[config.mk]
export PLATFORM = sky130hd
export DESIGN_NAME = tt_mux_sel_sequencer
export DESIGN_NICKNAME = d
export VERILOG_FILES = /design/src/rtl/tt_autosel_pkg.sv /design/src/rtl/tt_mux_sel_sequencer.sv
export SDC_FILE = /design/constraint.sdc
export NUM_CORES = 1
export LEC_CHECK = 0
export ABC_AREA = 1
export ABC_CLOCK_PERIOD_IN_PS = 2300
export CAP_MARGIN = 20
export CORE_MARGIN = 2
export CORE_UTILIZATION = 50
export CTS_CLUSTER_DIAMETER = 40
export DETAILED_ROUTE_END_ITERATION = 12
export PLACE_DENSITY = 0.74
export SYNTH_ARGS = -nofsm -noshare
export SYNTH_HDL_FRONTEND = slang
export SYNTH_SLANG_ARGS = --single-unit
[constraint.sdc]
create_clock -name clk -period 2.3 [get_ports clk]
set_input_delay 0.23 -clock clk [delete_from_list [all_inputs] [get_ports clk]]
set_output_delay 0.23 -clock clk [all_outputs]
set_load 0.1 [all_outputs]
[src/rtl/tt_autosel_pkg.sv]
// rtl/tt_autosel_pkg.sv - shared types and default constants for the autosel mux path
package tt_autosel_pkg;

    // ADDR_W is also used by the EEPROM reader to extract the address field
    localparam int DEF_ADDR_W       = 10;
    localparam int DEF_RST_CYCLES   = 8;
    localparam int DEF_PULSE_CYCLES = 4;

    typedef enum logic [2:0] {
        IDLE,
        RST,
        GAP,
        INC_HI,
        INC_LO,
        FINISH
    } state_t;

endpackage

[src/rtl/tt_mux_sel_sequencer.sv]
// rtl/tt_mux_sel_sequencer.sv - drives TinyTapeout mux reset, N increment pulses, then enable
module tt_mux_sel_sequencer
    import tt_autosel_pkg::*;
#(
    parameter int ADDR_W       = DEF_ADDR_W,
    parameter int RST_CYCLES   = DEF_RST_CYCLES,
    parameter int PULSE_CYCLES = DEF_PULSE_CYCLES
) (
    input  logic              clk,
    input  logic              rst,
    input  logic              start,
    input  logic [ADDR_W-1:0] sel_addr,
    input  logic              ena_req,
    output logic              busy,
    output logic              done,
    output logic              ctrl_sel_rst_n,
    output logic              ctrl_sel_inc,
    output logic              ctrl_ena
);

    localparam int MAX_CYCLES = (RST_CYCLES > PULSE_CYCLES) ? RST_CYCLES : PULSE_CYCLES;
    localparam int TIMER_W    = $clog2(MAX_CYCLES + 1);

    localparam logic [TIMER_W-1:0] RST_LOAD   = TIMER_W'(RST_CYCLES);
    localparam logic [TIMER_W-1:0] PULSE_LOAD = TIMER_W'(PULSE_CYCLES);
    localparam logic [TIMER_W-1:0] TIMER_ONE  = TIMER_W'(1);
    localparam logic [ADDR_W-1:0]  ADDR_ONE   = ADDR_W'(1);

    state_t              state;
    logic [TIMER_W-1:0]  timer;
    logic [ADDR_W-1:0]   remaining;
    logic                ena_lat;
    logic                timer_last;

    assign timer_last = (timer == TIMER_ONE);

    always_ff @(posedge clk) begin
        if (rst) begin
            state          <= IDLE;
            timer          <= '0;
            remaining      <= '0;
            ena_lat        <= 1'b0;
            busy           <= 1'b0;
            done           <= 1'b0;
            ctrl_sel_rst_n <= 1'b0;
            ctrl_sel_inc   <= 1'b0;
            ctrl_ena       <= 1'b0;
        end else begin
            done <= 1'b0;
            case (state)
                IDLE: begin
                    ctrl_sel_rst_n <= 1'b1;
                    ctrl_sel_inc   <= 1'b0;
                    if (start) begin
                        remaining      <= sel_addr;
                        ena_lat        <= ena_req;
                        ctrl_ena       <= 1'b0;
                        ctrl_sel_rst_n <= 1'b0;
                        timer          <= RST_LOAD;
                        busy           <= 1'b1;
                        state          <= RST;
                    end
                end
                RST: begin
                    if (timer_last) begin
                        ctrl_sel_rst_n <= 1'b1;
                        timer          <= PULSE_LOAD;
                        state          <= GAP;
                    end else begin
                        timer <= timer - TIMER_ONE;
                    end
                end
                GAP: begin
                    if (timer_last) begin
                        timer <= PULSE_LOAD;
                        if (remaining != '0) begin
                            ctrl_sel_inc <= 1'b1;
                            state        <= INC_HI;
                        end else begin
                            busy     <= 1'b0;
                            done     <= 1'b1;
                            ctrl_ena <= ena_lat;
                            state    <= FINISH;
                        end
                    end else begin
                        timer <= timer - TIMER_ONE;
                    end
                end
                INC_HI: begin
                    if (timer_last) begin
                        ctrl_sel_inc <= 1'b0;
                        timer        <= PULSE_LOAD;
                        state        <= INC_LO;
                    end else begin
                        timer <= timer - TIMER_ONE;
                    end
                end
                INC_LO: begin
                    if (timer_last) begin
                        // remaining is post-decrement > 0 exactly when it is currently > 1
                        if (remaining != '0) begin
                            remaining <= remaining - ADDR_ONE;
                        end
                        timer <= PULSE_LOAD;
                        if (remaining > ADDR_ONE) begin
                            ctrl_sel_inc <= 1'b1;
                            state        <= INC_HI;
                        end else begin
                            busy     <= 1'b0;
                            done     <= 1'b1;
                            ctrl_ena <= ena_lat;
                            state    <= FINISH;
                        end
                    end else begin
                        timer <= timer - TIMER_ONE;
                    end
                end
                FINISH: begin
                    state <= IDLE;
                end
                default: begin
                    state <= IDLE;
                end
            endcase
        end
    end

endmodule

---- After elaboration in Yosys (flattened, before gate mapping) ----
Index checks and enable logic that the tools add are counted.
Widths: inputs -> output; s select.
word-level totals
  input bits .............................. 14
  logic and storage cells ................. 83
  register bits ........................... 23
  output and inout bits ................... 5
operators by class
  $lt $le $gt $ge ......................... 1
  $add $sub $neg .......................... 2
  reduce and logical (&&, ||, !) cells .... 15
  multiplexer cells ....................... 41
  equality and inequality tests ........... 15
operators with widths
  kind                   number
  $mux 10                3
  $mux 1                 21
  $mux 3                 7
  $ne 2x2->1 const B     10
  $pmux 10 s2            1
  $pmux 3 s5             1
  $reduce_and 6->1       2
  $gt 10x1->1 const B    1
  $reduce_bool 10->1     1
  $sub 10x1->10 const B  1
  $mux 4                 2
  $pmux 4 s2             1
  $eq 3x2->1 const B     2
  $pmux 1 s3             2
  $reduce_and 2->1       3
  $reduce_bool 2->1      3
  $reduce_and 5->1       1
  $eq 4x1->1 const B     1
  $pmux 1 s2             2
  $pmux 1 s4             1
  $reduce_and 4->1       1
  $reduce_bool 4->1      1
  $reduce_or 4->1        1
  $sub 4x1->4 const B    1
  4 further kinds        4

---- Depth between registers and ports, before layout ----
  depth after elaboration ................. 4
  depth in mapped cells ................... 10
  depth with buffers taken out ............ 10

---- Least setup slack after synthesis ----
OpenSTA, ideal clock, no wires.
  kind .................................... register -> register
  from .................................... reg remaining[0]
  to ...................................... reg ctrl_ena
  setup time .............................. 114 ps
  clock period less this slack ............ 1348 ps
  data arrival time ....................... 1235 ps
  path buffers ............................ 0
  required time ........................... 2186 ps
  stages on the path, launching flop included .. 10
  setup slack ............................. 952 ps
  cells stage by stage .................... dfxtp_1 > inv_1 > ha_1 > inv_1 > nand2_1 > nand3_1 > o21ai_1 > nand3_1 > a21oi_1 > nor2_1
between the ends
  word-level cells in the longest chain between the ends .. 3
  elaborated cells between the ends (all ways) .. 5
  classes of those cells .................. order compare (1); eq/ne (2); reduce/logical (2)
RTL lines
  element                                                   line                                                     RTL
  start, declared                                           tt_mux_sel_sequencer.sv:31                               logic [ADDR_W-1:0] remaining;
  start signal, assigned                                    tt_mux_sel_sequencer.sv:55                               remaining <= sel_addr;
  start signal, assigned                                    tt_mux_sel_sequencer.sv:102                              remaining <= remaining - ADDR_ONE;
  $gt 10x1->1 / $reduce_bool 10->1 (equally long branches)  tt_mux_sel_sequencer.sv:105, tt_mux_sel_sequencer.sv:76
  $ne 2x2->1 (no line)                                      --
  $reduce_and 6->1 (no line) *                              --
  end signal, assigned                                      tt_mux_sel_sequencer.sv:82                               ctrl_ena <= ena_lat;
  end signal, assigned                                      tt_mux_sel_sequencer.sv:111                              ctrl_ena <= ena_lat;
  end, declared                                             tt_mux_sel_sequencer.sv:18                               output logic ctrl_ena
Mark *: on every way between the ends. The rest lies on a longest branch, timed or not.
A chain may end at the register's enable or synchronous reset.

---- Worst setup path after layout ----
  from .................................... reg timer[1]
  to ...................................... reg remaining[2]
between the ends
  word-level cells in the longest chain between the ends .. 3
RTL lines
  element                     line                        RTL
  start, declared             tt_mux_sel_sequencer.sv:30  logic [TIMER_W-1:0] timer;
  start signal, assigned      tt_mux_sel_sequencer.sv:70  timer <= timer - TIMER_ONE;
  start signal, assigned      tt_mux_sel_sequencer.sv:86  timer <= timer - TIMER_ONE;
  start signal, assigned      tt_mux_sel_sequencer.sv:95  timer <= timer - TIMER_ONE;
  $eq 4x1->1                  tt_mux_sel_sequencer.sv:35  assign timer_last = (timer == TIMER_ONE);
  $ne 2x2->1 (no line)        --
  $reduce_and 4->1 (no line)  --
Every way passes these cells.

==> results.sh <==
export IMPL_hpwl_microns=2350
export IMPL_clk_pin_slew_ps=120
export IMPL_critPathLaunchType="flip-flop"
export IMPL_cts_setup_buffers=0
export IMPL_cts_buffers=3
export IMPL_nets=269
export IMPL_slew_viol_final=0
export IMPL_tightest_slew_ps=386
export IMPL_first_pass_iters=4
export IMPL_grt_max_degree=17
export IMPL_layout_drive_gt1_share_pct=14.1
export IMPL_critPathMaxFanout=12
export IMPL_grt_antenna_before_repair=0
export IMPL_maxCapViolations=0
export IMPL_r2r_start="timer[1]"
export IMPL_critical_path_arrival_ps=1900
export IMPL_yosysSeqAreaShare_pct=30.9
export IMPL_critPathCaptureType="flip-flop"
export IMPL_instances_no_fill=280
export IMPL_track_usage_pct=20.4
export IMPL_clk_latency_ps=320
export IMPL_finalSetupViolCount=0
export IMPL_cp_required_ps=2530
export IMPL_dp_cells=276
export IMPL_timing_final_crit_share_pct=72.7
export IMPL_ys_types=32
export IMPL_cpPeakStageDelay_ps=340
export IMPL_avgViaCountPerCell=5.06
export IMPL_cp_common_cell="nor2_1"
export IMPL_synth_avg_cell_area_sq_um=6.50
export IMPL_htree_levels=1
export IMPL_reg2reg_depth=9
export IMPL_worstPathCellList="inv_1 > ha_1 > nand2_1 > nand2_4 > nand3_2 > nor2_4 > inv_2 > nor2_1 > nor2_1"
export IMPL_routed_wl_microns=3110
export IMPL_ant_nets=0
export IMPL_cellPowerDensity_nw_per_um2=1520
export IMPL_reg2reg_setup_slack_ps=630
export IMPL_cts_buffer_depth=2
export IMPL_holdPathStages=2
export IMPL_layout_min_cycle_time_ps=1670
export IMPL_drc=0
export IMPL_fmaxAchievable_mhz=598
export IMPL_min_from="busy"
export IMPL_gp_congestion=0.874
export IMPL_num_io_pins=19
export IMPL_grt_setup_unrepaired="no"
export IMPL_peakVddDrop_mv=1.14
export IMPL_grt_pass1_vias=1243
export IMPL_status="completed"
export IMPL_path_class="flip-flop to flip-flop"
export IMPL_synth_cells=229
export IMPL_start_util_pct=53.5
export IMPL_grt_pass1_wl_microns=5400
export IMPL_die_w_microns=58.6
export IMPL_synthArstFlopShare_pct=0
export IMPL_crit_buf_inv=2
export IMPL_fin_worst_skew_ps=6.13
export IMPL_crit_family="simple AND/OR/NAND/NOR gates"
export IMPL_synth_edf_count=0
export IMPL_holdWs_ps=473
export IMPL_die_h_microns=58.6
export IMPL_area_growth_pct=14.8
export IMPL_slowest_stage="dfxtp_1"
export IMPL_diodes=0
export IMPL_wl_per_cell_microns=11.1
export IMPL_place_ws_ps=565
export IMPL_finalSetupTns_ps=0
export IMPL_cts_resized=0
export IMPL_hold_end="busy"
export IMPL_finalHoldViolCount=0
export IMPL_hold_buffers=0
export IMPL_clock_sinks=23
export IMPL_yosysWarningCount=0
export IMPL_synthesis_area_sq_um=1490
export IMPL_synth_ff_type="dfxtp_1"
export IMPL_syn_nets=248
export IMPL_core_area_sq_um=2780
export IMPL_drt_iter0_markers=52
export IMPL_hp_class="flip-flop to flip-flop"
export IMPL_crit_start="timer[1]"
export IMPL_rows=19
export IMPL_io_buffers=18
export IMPL_die_area_sq_um=3430
export IMPL_relSlewSlack_pct=74.2
export IMPL_ys_seq_elements=23
export IMPL_cts_tree="yes"
export IMPL_r2r_end="remaining[2]"
export IMPL_crit_cells=9
export IMPL_root_buffer="clkbuf_4"
export IMPL_finish_utilization_pct=61.4
export IMPL_gr_total_overflow=0
export IMPL_setup_ws_ps=628
export IMPL_p_leak_nw=0.770
export IMPL_num_vias=1416
-- how the worst max path moves through the flow --
stage / slack [ps] / end
2_1_floorplan: 950 / ctrl_ena
3_3_place_gp: 590 / remaining[9]
3_5_place_dp: 570 / remaining[7]
4_1_cts: 620 / remaining[3]
5_1_grt: 400 / remaining[9]
6_report: 630 / remaining[2]
-- cell usage in the layout (no fill, tap or decap), drive strengths merged, types with 2 or more instances in the layout --
| cell | instances |
|---|---|
| xnor2 | 2 |
| buf | 6 |
| o21ai | 19 |
| inv | 26 |
| dfxtp | 23 |
| clkbuf | 4 |
| or2 | 5 |
| nor3 | 4 |
| nand2 | 58 |
| nor2 | 41 |
| ha | 5 |
| nand3 | 19 |
| a21oi | 17 |
| clkdlybuf4s50 | 13 |
-- report_power, final --
part / internal, mW / switching [mW] / leakage (nW) / total [mW]
sequential: 0.561 / 0.167 / 0.190 / 0.728
clock: 0.0680 / 0.127 / 0.0150 / 0.195
combinational: 0.556 / 1.11 / 0.565 / 1.67
-- layer usage --
layer | vias to the layer above | track usage [%] | routed length [microns]
li1 | 773 | - | -
met1 | 610 | 28.5 | 1650
met2 | 27 | 31.1 | 1290
met3 | 6 | 5.05 | 125
met4 | 0 | 6.17 | 48
met5 | - | 0 | 0
-- worst reg2reg max path, stage by stage (launching register included) --
cell and delay [ps]:
dfxtp_1 340, inv_1 80, ha_1 140, nand2_1 150, nand2_4 130, nand3_2 80
nor2_4 330, inv_2 160, nor2_1 110, nor2_1 50
-- synthesized netlist by cell type, types with 2 or more instances --
| cell type | number | area share (%) |
|---|---|---|
| ha_1 | 5 | 4.2 |
| xnor2_1 | 2 | 1.2 |
| nand3_1 | 14 | 4.7 |
| nor2_4 | 2 | 1.5 |
| nor3_1 | 3 | 1.0 |
| o21ai_1 | 6 | 2.0 |
| inv_2 | 4 | 1.0 |
| nor2_1 | 37 | 9.3 |
| inv_1 | 21 | 5.3 |
| o21ai_0 | 13 | 4.4 |
| a21oi_1 | 12 | 4.0 |
| nand3_2 | 5 | 3.4 |
| nand2_1 | 56 | 14 |
| a21oi_2 | 5 | 2.9 |
| or2_2 | 4 | 1.7 |
| dfxtp_1 | 23 | 31 |
| nor2_2 | 2 | 0.84 |
-- stage by stage --
step           total power [mW]  area (sq um)
5_1_grt                    2.87          1710
4_1_cts                    2.59          1710
3_3_place_gp               2.38          1680
3_5_place_dp               2.40          1680
2_1_floorplan              2.09          1490
6_report                   2.59          1710
-- final cells by class --
cell class / instances / area (sq um)
Sequential cell: 23 / 460
Multi-Input combinational cell: 177 / 908
Clock buffer: 4 / 26.3
Fill cell: 294 / 1070
Timing Repair Buffer: 19 / 175
Inverter: 26 / 100
Tap cell: 31 / 38.8
-- kinds of logic after synthesis --
logic type                 synth area share [%]
DFF                                        30.9
xor gates and xnor gates                   1.77
adders and majority gates                  4.20
and+or+nand+nor                            40.2
buffers and inverters                      8.07
AOI/OAI and AO/OA                          14.9
-- sequential cells by signal, summed over array words and instances (netlist names) --
name and count:
remaining 10, timer 4, state 3, busy 1, ctrl_ena 1, ctrl_sel_inc 1, ctrl_sel_rst_n 1, done 1
ena_lat 1
Note: power is estimated with default switching activity, not from simulation.
